==> config.mk <==
export PLATFORM = sky130hd
export DESIGN_NAME = matrix_c_result_streamer
export DESIGN_NICKNAME = d
export VERILOG_FILES = /design/src/rtl/matrix_c_result_streamer.sv
export SDC_FILE = /design/constraint.sdc
export NUM_CORES = 1
export LEC_CHECK = 0
export ABC_AREA = 1
export BUFFER_PORTS_ARGS = -buffer_cell sky130_fd_sc_hd__buf_4
export CAP_MARGIN = 25
export CORE_ASPECT_RATIO = 0.6
export CORE_UTILIZATION = 43
export DETAILED_ROUTE_END_ITERATION = 10
export GPL_TIMING_DRIVEN = 1
export HOLD_SLACK_MARGIN = 0.1
export PLACE_DENSITY = 0.55
export SLEW_MARGIN = 20
export SYNTH_ARGS = -nofsm -noshare
export SYNTH_HDL_FRONTEND = slang
export SYNTH_SLANG_ARGS = --single-unit
==> constraint.sdc <==
create_clock -name clk -period 5.52 [get_ports clk]
set_clock_uncertainty 0.1 [all_clocks]
set_input_delay 0 -clock clk [delete_from_list [all_inputs] [get_ports clk]]
set_output_delay 0 -clock clk [all_outputs]
set_load 0.005 [all_outputs]
==> src/rtl/matrix_c_result_streamer.sv <==
// Captures the MAT_DIM x MAT_DIM result matrix C, then streams it out row-major over valid/ready.
// Optional macro ROW_CHECKSUM_EN appends a per-row checksum beat (out_col == MAT_DIM) after each row.
module matrix_c_result_streamer #(
  parameter int DATA_WIDTH = 8,
  parameter int MAT_DIM    = 10
) (
  input  logic                  clk,
  input  logic                  reset_n,
  input  logic                  en_WriteMat_C,
  input  logic [3:0]            rowAddr_C,
  input  logic [3:0]            colAddr_C,
  input  logic [DATA_WIDTH-1:0] writeData_C,
  input  logic                  resultIsInvalid,
  output logic                  out_valid,
  input  logic                  out_ready,
  output logic [DATA_WIDTH-1:0] out_data,
  output logic [3:0]            out_row,
  output logic [3:0]            out_col,
  output logic                  out_last,
  output logic                  busy,
  output logic                  frame_done,
  output logic [6:0]            fill_count,
  output logic                  invalid_seen,
  output logic                  addr_err,
  output logic                  overrun_err
);

  localparam int DEPTH = MAT_DIM * MAT_DIM;
  localparam int IDX_W = $clog2(DEPTH + 1);
  localparam logic [3:0] MAX_ROW  = 4'(MAT_DIM - 1);
  localparam logic [3:0] ELEM_END = 4'(MAT_DIM - 1);
`ifdef ROW_CHECKSUM_EN
  localparam logic [3:0] LAST_COL = 4'(MAT_DIM);
`else
  localparam logic [3:0] LAST_COL = 4'(MAT_DIM - 1);
`endif

  typedef enum logic [1:0] {COLLECT, DRAIN, DONE} state_t;

  state_t                state;
  logic [DATA_WIDTH-1:0] mem [DEPTH];
  logic [DEPTH-1:0]      filled;
  logic [3:0]            ptr_row;
  logic [3:0]            ptr_col;
  logic                  in_range;
  logic                  accept;
  logic                  xfer;
  logic                  at_last;
  logic [IDX_W-1:0]      wr_idx;
  logic [IDX_W-1:0]      rd_idx;
  logic [DATA_WIDTH-1:0] elem_data;

  assign in_range  = ({1'b0, rowAddr_C} < 5'(MAT_DIM)) && ({1'b0, colAddr_C} < 5'(MAT_DIM));
  assign accept    = (state == COLLECT) && en_WriteMat_C && in_range;
  assign wr_idx    = IDX_W'(rowAddr_C) * IDX_W'(MAT_DIM) + IDX_W'(colAddr_C);
  assign rd_idx    = IDX_W'(ptr_row) * IDX_W'(MAT_DIM) + IDX_W'(ptr_col);
  assign elem_data = mem[rd_idx];
  assign xfer      = out_valid && out_ready;
  assign at_last   = (ptr_row == MAX_ROW) && (ptr_col == LAST_COL);
  assign out_row   = ptr_row;
  assign out_col   = ptr_col;
  assign out_last  = out_valid && at_last;

`ifdef ROW_CHECKSUM_EN
  logic [DATA_WIDTH-1:0] row_sum;
  assign out_data = (ptr_col == 4'(MAT_DIM)) ? row_sum : elem_data;
`else
  assign out_data = elem_data;
`endif

  // Data store has no reset; the fill bitmap alone decides what is valid.
  always_ff @(posedge clk) begin
    if (accept) mem[wr_idx] <= writeData_C;
  end

  always_ff @(posedge clk) begin
    if (!reset_n) begin
      state        <= COLLECT;
      out_valid    <= 1'b0;
      busy         <= 1'b0;
      frame_done   <= 1'b0;
      fill_count   <= '0;
      invalid_seen <= 1'b0;
      addr_err     <= 1'b0;
      overrun_err  <= 1'b0;
      filled       <= '0;
      ptr_row      <= '0;
      ptr_col      <= '0;
`ifdef ROW_CHECKSUM_EN
      row_sum      <= '0;
`endif
    end else begin
      frame_done <= 1'b0;
      case (state)
        COLLECT: begin
          if (en_WriteMat_C) begin
            if (in_range) begin
              if (resultIsInvalid) invalid_seen <= 1'b1;
              if (!filled[wr_idx]) begin
                filled[wr_idx] <= 1'b1;
                fill_count     <= fill_count + 7'd1;
                if (fill_count == 7'(DEPTH - 1)) begin
                  state     <= DRAIN;
                  out_valid <= 1'b1;
                  busy      <= 1'b1;
                  ptr_row   <= '0;
                  ptr_col   <= '0;
`ifdef ROW_CHECKSUM_EN
                  row_sum   <= '0;
`endif
                end
              end
            end else begin
              addr_err <= 1'b1;
            end
          end
        end
        DRAIN: begin
          if (en_WriteMat_C) overrun_err <= 1'b1;
          if (xfer) begin
            if (at_last) begin
              state      <= DONE;
              out_valid  <= 1'b0;
              busy       <= 1'b0;
              frame_done <= 1'b1;
              ptr_row    <= '0;
              ptr_col    <= '0;
            end else if (ptr_col == LAST_COL) begin
              ptr_row <= ptr_row + 4'd1;
              ptr_col <= '0;
`ifdef ROW_CHECKSUM_EN
              row_sum <= '0;
`endif
            end else begin
              ptr_col <= ptr_col + 4'd1;
`ifdef ROW_CHECKSUM_EN
              // Checksum beat is the column after ELEM_END, so only element beats accumulate.
              if (ptr_col <= ELEM_END) row_sum <= row_sum + elem_data;
`endif
            end
          end
        end
        DONE: begin
          filled       <= '0;
          fill_count   <= '0;
          invalid_seen <= 1'b0;
          addr_err     <= 1'b0;
          // A write landing in this cycle is charged to the frame about to start.
          overrun_err  <= en_WriteMat_C;
          state        <= COLLECT;
        end
        default: state <= COLLECT;
      endcase
    end
  end

endmodule

==> run metrics, run 1 <==
status=finished, final reports clean; R2R Path End=state[1]; maximum clock rate=about 0.21 GHz; initial antenna violation count=4; DP Area=~0.040 sq mm; clock slew at reported path FFs=roughly 60 ps; Final Setup Violations=0; setup TNS=0 ps; core area=about 0.088 sq mm; top area cells in the synthesized netlist=edfxtp_1 63%, dfxtp_1 6.4%, o21ai_0 5.2%; Least-Margin Pin Slew=1140 ps; DR DRC count=0; Setup crit start kind=flop; Die Area=~0.09 sq mm; slew margin rel.=0.239; clock sinks=roughly 920; Slew Limit Fails=0; library cells used by synthesis=36; xor/xnor share of the synthesized area=0.00295; sequential cell area=around 0.026 sq mm; number of H-tree levels=3; Hold WS=about 160 ps; non-filler instance count after layout=between 4000 and 5000; setup slack, reg-to-reg=roughly 2300 ps; MaxCap Viol Count=0; Die Width=between 300 and 400 um; Post-DRT Antenna Nets=0; 1st-iter DRT viols=3820; wire length of the first global-routing pass=around 170 mm; Simple-Gate Fraction of Synth Area=0.127; I/O pins=between 50 and 60; Synth top cells by count=800 x edfxtp_1, 491 x nor2_1, 398 x o21ai_0; min cycle time layout=~4700 ps; DRT Wirelength=116 mm; CP max-delay cell=clkinv_1; worst reg-to-reg path cell count=7; mux share of post-synthesis cell area=0; Synth Area in Compound Gates=0.125; total congestion overflow=0; hold path depth=4; Placer Congestion=~0.87; fin crit share=0.849; sequential share of the synthesized area=0.694; Max FO, Critical Path=25; total global-route track usage=0.255; post-synthesis register bit count=about 920; area grow syn2layout=13.8%; post-DR wirelength/cell=25.3 um; fraction of layout cells with a size suffix above 1=0.107; initial core utilization=0.435; hold wc startpoint=reset_n; final net count=roughly 3400; CP top delay family=buffers and inverters; Critical Path Most Common Cell=nand3_1; Via density=between 5 and 6; vias in the first global route=about 25000; DRT Pass-1 Iters=6; Final Instance Area=between 0.04 and 0.05 sq mm; count leader, synth=edfxtp_1; Power, Total=14.5 mW; # diodes=0; CP Capture Type=output port; mapped cell area=0.0382 sq mm; Yosys top cell area share=0.630; Post-Syn Nets=~3300; Synth async-reset ratio=0; CP max stage delay=~640 ps; worst skew pair latency=between 600 and 700 ps; Filler cells=7697; largest family of logic cells by synthesized area=simple AND/OR/NAND/NOR gates; Die H=roughly 230 um; Hold Crit Class=in -> reg; clock root buffer=clkbuf_16; CP arrival=between 4000 and 5000 ps; Post-synth EDFFs=800; vias post-DR=roughly 27000; RSZ-0062 raised after global routing=false; peak supply drop=around 0.22 mV; area leader, netlist=edfxtp_1; Post-synth top flop=edfxtp_1; largest net degree at the start of global routing=~170; Crit Path Class=reg -> out; area of the multi-input gates=roughly 0.010 sq mm; Worst Path Buf+Inv=3; placed cells=about 4400; Final Hold Fails=0; Min-Delay Endpoint=out_col[0]; Synth Area in Adders=0.00767; Reg-to-Reg Start=out_col[0]; pwr/cell area=333 mW/mm^2; FP Rows=84; buffers added on ports=50; Post-Synthesis Cells=3279; yosys warns=0; crit path cell chain=ha_1 > ha_1 > xor2_4 > clkinv_1 > buf_4 > nand3_1 > nand3_1 > nand3_1 > nand2_1 > nor2_1 > a31oi_1 > buf_4; Critical Path RT=around 5400 ps; total CTS buffers=86; CTS Buffer Depth=3; post-cts resize count=0; leakage power=roughly 14 nW; Synth Area per Inst=around 12 sq um; Final HPWL DP=68.6 mm; CTS tree=done
[how the worst max path moves through the flow]
stage            startpoint          end  slack, ps  depth (start not counted)
6_report         out_row[0]  out_data[0]        830                         12
5_1_grt          out_row[0]  out_data[0]        660                         12
4_1_cts          out_row[0]  out_data[0]        900                         12
3_5_place_dp   rowAddr_C[1]   mem[22][5]       1400                         16
3_3_place_gp   rowAddr_C[1]   mem[18][7]       1450                         16
2_1_floorplan  rowAddr_C[1]   mem[40][0]       2330                         15
[layout make-up]
type | instances | area share
Multi-Input combinational cell | 1936 | 0.234
Tap cell | 1161 | 0.0334
Clock buffer | 117 | 0.0549
Timing Repair Buffer | 222 | 0.0425
Clock inverter | 43 | 0.0105
Inverter | 172 | 0.0151
Sequential cell | 922 | 0.609
[logic make-up (layout without fill, tap and decap cells)]
logic type                 after synthesis  count (layout)
and+or+nand+nor                       1104            1104
AOI/OAI and AO/OA                      799             799
buffers and inverters                  421             554
DFF                                    922             922
adders and majority gates               21              21
xor gates and xnor gates                12              12
[state kept, by name, summed over array words and instances (netlist names)]
| register | flops |
|---|---|
| filled | 100 |
| addr_err | 1 |
| invalid_seen | 1 |
| state | 2 |
| busy | 1 |
| out_col | 4 |
| mem | 800 |
| fill_count | 7 |
| frame_done | 1 |
| out_row | 4 |
| overrun_err | 1 |
[per-layer routing]
| metal | vias to the layer above | part of all wire | track usage |
|---|---|---|---|
| li1 | 12200 | - | - |
| met1 | 13600 | 0.47 | 0.402 |
| met2 | 1313 | 0.40 | 0.342 |
| met3 | 150 | 0.11 | 0.0734 |
| met4 | 2 | 0.016 | 0.0558 |
| met5 | - | 0.00010 | 0 |
[tightest hold or removal path, cell delays in order]
cell,delay (ps)
dlygate4sd3_1,550
buf_4,180
nand2_1,100
a21oi_1,70
[repair_timing]
action                                 in CTS  in global routing
setup buffers                               0                  0
hold buffers                               24                  0
endpoints found under the hold margin     294                  0
[where the power goes]
part           leakage [nW]  total [mW]  internal [mW]  switching (mW)
Sequential             8.17        7.59           7.58         0.00713
Combinational          4.71       0.755          0.137           0.618
Clock                  1.38        6.13           3.46            2.68
Total                  14.3        14.5           11.2            3.30
[through the flow]
stage | setup slack [ps] | utilization
after floorplan | 2330 | -
after global placement | 1450 | 0.458
after detailed placement | 1400 | 0.459
after CTS | 898 | 0.494
after global routing | 658 | 0.495
final | 832 | 0.495
[layout by cell type (no fill, tap or decap), types with 2 or more instances in the layout]
cell type,netlist,layout
xor2_1,10,8
clkinv_1,7,21
buf_2,40,5
clkinv_2,0,13
nand4_1,85,85
inv_1,153,149
ha_1,17,16
edfxtp_1,800,800
nor4_1,5,5
buf_4,1,183
clkbuf_8,0,3
o22ai_1,51,51
inv_2,12,14
clkbuf_1,197,24
clkinvlp_4,0,2
o21ai_1,2,2
nand2_1,182,181
a221o_1,8,8
fa_1,4,3
a31oi_1,7,7
clkbuf_16,0,90
nand2_8,0,2
nand3_1,224,224
dlygate4sd3_1,0,24
inv_6,0,3
o221ai_1,141,141
bufinv_16,0,9
nor2_1,491,490
o21ai_0,398,398
nor2_4,6,7
o211ai_1,49,49
dfxtp_1,122,121
nor3_2,0,13
a21oi_1,140,140
nor3_1,107,94
buf_12,0,9
o21a_1,2,2
No activity file was read; power rests on OpenSTA's default activity.
==> run 2, diff against run 1 <==
Settings changed: ABC_AREA 1 to 0.
Clock period 5.52 ns to 4.86 ns, I/O delays scaled along.
==> run 2 against run 1 <==
  * Clock power increased by 10%
  * Synthesized cell count decreased by 39%
  * Highest routed layer is now met4
  * Critical path type is now in -> reg
  * Global-route usage decreased by 2.6 points
==> run metrics, run 2 <==
biggest regs=mem x800, filled x100, fill_count x7; leakage power=13.4 nW (-6.1%); DR DRC count=0 (unchanged); CP max stage delay=980 ps (+340 ps); final net count=2248 (-34%); Placer Congestion=0.892 (+2.3%); hold path depth=4 (unchanged); top area cells in the synthesized netlist=edfxtp_1 65%, mux4_2 15%, dfxtp_1 6.6%; 1st-iter DRT viols=2235 (-41%); RSZ-0062 raised after global routing=false; Crit Path Class=in -> reg; hold wc startpoint=out_ready; CP max-delay cell=fa_1; clock sinks=922 (unchanged); min cycle time layout=about 4500 ps; Die H=229 um (-1.7%); Die Area=0.0869 sq mm (-3.4%); Net Switching=3.50 mW (+5.9%); maximum clock rate=approximately 0.22 GHz; Post-Syn Nets=2039 (-39%); CP top delay family=compound AO/OA/AOI/OAI gates; Post-Synthesis Cells=1997 (-39%); Max FO, Critical Path=15 (-40%); mapped cell area=0.0368 sq mm (-3.4%); post-DR wirelength/cell=28.9 um (+14%); Power, Total=16.1 mW (+11%); total CTS buffers=86 (unchanged); core area=0.0841 sq mm (-4.1%); count leader, synth=edfxtp_1; internal power=12.6 mW (+13%); CTS Buffer Depth=3 (unchanged); R2R Path End=mem[5][6]; setup TNS=0 ps (unchanged); max reg flops=800 (unchanged); buffers added on ports=50 (unchanged); clock slew at reported path FFs=60 ps (about the same); sequential cell area=0.0265 sq mm (unchanged); Setup crit start kind=primary input; Worst Path Buf+Inv=3 (unchanged); initial antenna violation count=6 (+2); worst skew pair latency=660 ps (-20 ps); number of H-tree levels=3 (unchanged); DRT Wirelength=98.5 mm (-15%); CP Capture Type=flop; area grow syn2layout=15.7%; Comb pwr share=0.046 (-0.006); total global-route track usage=0.230 (-0.0259); sequential share of the synthesized area=0.718 (+0.0246); Critical Path RT=5320 ps (-100 ps); CTS tree=done; post-route setup slack=348 ps (-484 ps); largest net degree at the start of global routing=101 (-40%); I/O pins=51 (unchanged); fin crit share=0.928; Yosys top cell area share=0.652 (+0.0223); wire length of the first global-routing pass=143 mm (-16%); Synth top cells by count=800 x edfxtp_1, 251 x mux4_2, 186 x nor2_1; Clk pwr share=0.419 (-0.005); Die Width=380 um (-1.7%); pre-CTS WS=429 ps (-972 ps); peak supply drop=0.281 mV (+27%); Synth async-reset ratio=0 (unchanged); Hold Crit Class=in -> reg; Sw Ratio=0.217 (-0.0112); most frequent cells in the layout=800 x edfxtp_1, 251 x mux4_2, 208 x buf_4; Reg power frac=0.535 (+0.011); Least-Margin Pin Slew=1090 ps (-51.5 ps); library cells used by synthesis=72 (+100%); placed cells=3227 (-26%); status=finished, final reports clean; slew margin rel.=0.277 (+0.0377); vias post-DR=20200 (-26%); Final HPWL DP=64.0 mm (-6.7%); MaxCap Viol Count=0 (unchanged); total congestion overflow=0 (unchanged); area of the multi-input gates=0.00989 sq mm (-2.8%); Top reg by flops=mem; Post-DRT Antenna Nets=0 (unchanged); initial core utilization=0.438 (+0.00322); Min-Delay Endpoint=state[1]; fraction of layout cells with a size suffix above 1=0.285 (+0.177); Via density=5.93 (-0.58%); commonest non-fill, non-tap cell in the layout=edfxtp_1; setup slack, reg-to-reg=1220 ps (-1090 ps); Final Setup Violations=0 (unchanged); crit path cell chain=dlygate4sd3_1 > buf_4 > ha_1 > fa_1 > nor2b_1 > a22oi_1 > o211a_1 > a2111oi_0 > a31oi_1 > a31oi_1 > buf_4 > nor2_1 > a311oi_1; Synth Area per Inst=18.5 sq um (+59%); vias in the first global route=19900 (-21%); Final Hold Fails=0 (unchanged); Slew Limit Fails=0 (unchanged); post-synthesis register bit count=922 (unchanged); Filler cells=6843 (-11%); area leader, netlist=edfxtp_1; yosys warns=0 (unchanged); DRT Pass-1 Iters=6 (unchanged); pwr/cell area=378 mW/mm^2 (+13%); CP arrival=4970 ps (+380 ps); postcts setup bufs=0 (unchanged); clock root buffer=clkbuf_16; FP Rows=82 (-2.4%); Reg-to-Reg Start=state[0]; non-filler instance count after layout=3407 (-25%); Post-synth top flop=edfxtp_1; worst reg-to-reg path cell count=7 (unchanged); # diodes=0 (unchanged); Final Core Density=0.507 (+0.0120); Post-synth EDFFs=800 (unchanged)
[run 2: cell count changes in the layout (fill, tap and decap cells not counted), moves of 40 or more]
cell      change
a21oi_1     -122
inv_1       -135
mux4_2      +251
nand2_1      -82
nand3_1     -208
nand4_1      -82
nor2_1      -304
nor3_1       -80
o211ai_1     -40
o21ai_0     -339
o221ai_1    -136
o22ai_1      -50
[run 2: per-layer routing]
metal,vias up,wire length [um],share of wire,track usage
met3,118,10400,0.11,0.0734
li1,8524,-,-,-
met4,0,1790,0.018,0.0530
met1,10700,46700,0.47,0.366
met5,-,0,0,0
met2,886,39600,0.40,0.301
[run 2: worst max path at each step]
stage,from,endpoint,cells past startpoint
after global placement,rowAddr_C[1],out_row[3],14
after floorplan,rowAddr_C[1],filled[13],15
final,colAddr_C[1],out_row[3],13
after CTS,out_row[0],out_data[7],12
after global routing,rowAddr_C[3],out_row[3],15
after detailed placement,rowAddr_C[1],out_row[3],14
[run 2: what timing repair did]
action	in CTS	in global routing
hold endpoints to repair	471	0
setup endpoints to repair	0	0
resized for setup	0	0
hold buffers	24	0
[run 2: area by class of cell]
| type | count | share of cell area |
|---|---|---|
| multi-input combinational | 935 | 0.232 |
| inverter | 16 | 0.00141 |
| tap | 1134 | 0.0333 |
| clock inverter | 49 | 0.0112 |
| sequential | 922 | 0.621 |
| clock buffer | 106 | 0.0537 |
| timing repair buffer | 245 | 0.0479 |
[run 2: cells by family (layout without fill, tap and decap cells)]
kind of cell | count (synthesis) | count (layout) | synth area share
xor gates and xnor gates | 13 | 13 | 0.00309
adders and majority gates | 21 | 21 | 0.00795
DFF | 922 | 922 | 0.718
muxes | 301 | 301 | 0.168
and+or+nand+nor | 367 | 367 | 0.0436
AOI/OAI and AO/OA | 233 | 233 | 0.0435
buffers and inverters | 140 | 416 | 0.0156
[run 2: tightest hold or removal path, delay by kind of cell]
kind                   cells  cell delay (ps)
and+or+nand+nor            2              160
buffers and inverters      2              710
[run 2: through the flow]
step                      instance area [sq um]  hold slack [ps]
after floorplan                           36800            -1.13
after global placement                    39600              199
after detailed placement                  39600              208
after CTS                                 42600              123
after global routing                      42600              159
final                                     42600              169
[run 2: power groups by stage]
stage / clock [mW] / sequential [mW] / combinational, mW
after floorplan: 0 / 8.79 / 0.358
after global placement: 0 / 8.79 / 0.690
after detailed placement: 0 / 8.80 / 0.708
after CTS: 6.90 / 8.62 / 0.723
after global routing: 7.20 / 8.62 / 0.786
final: 6.76 / 8.62 / 0.745
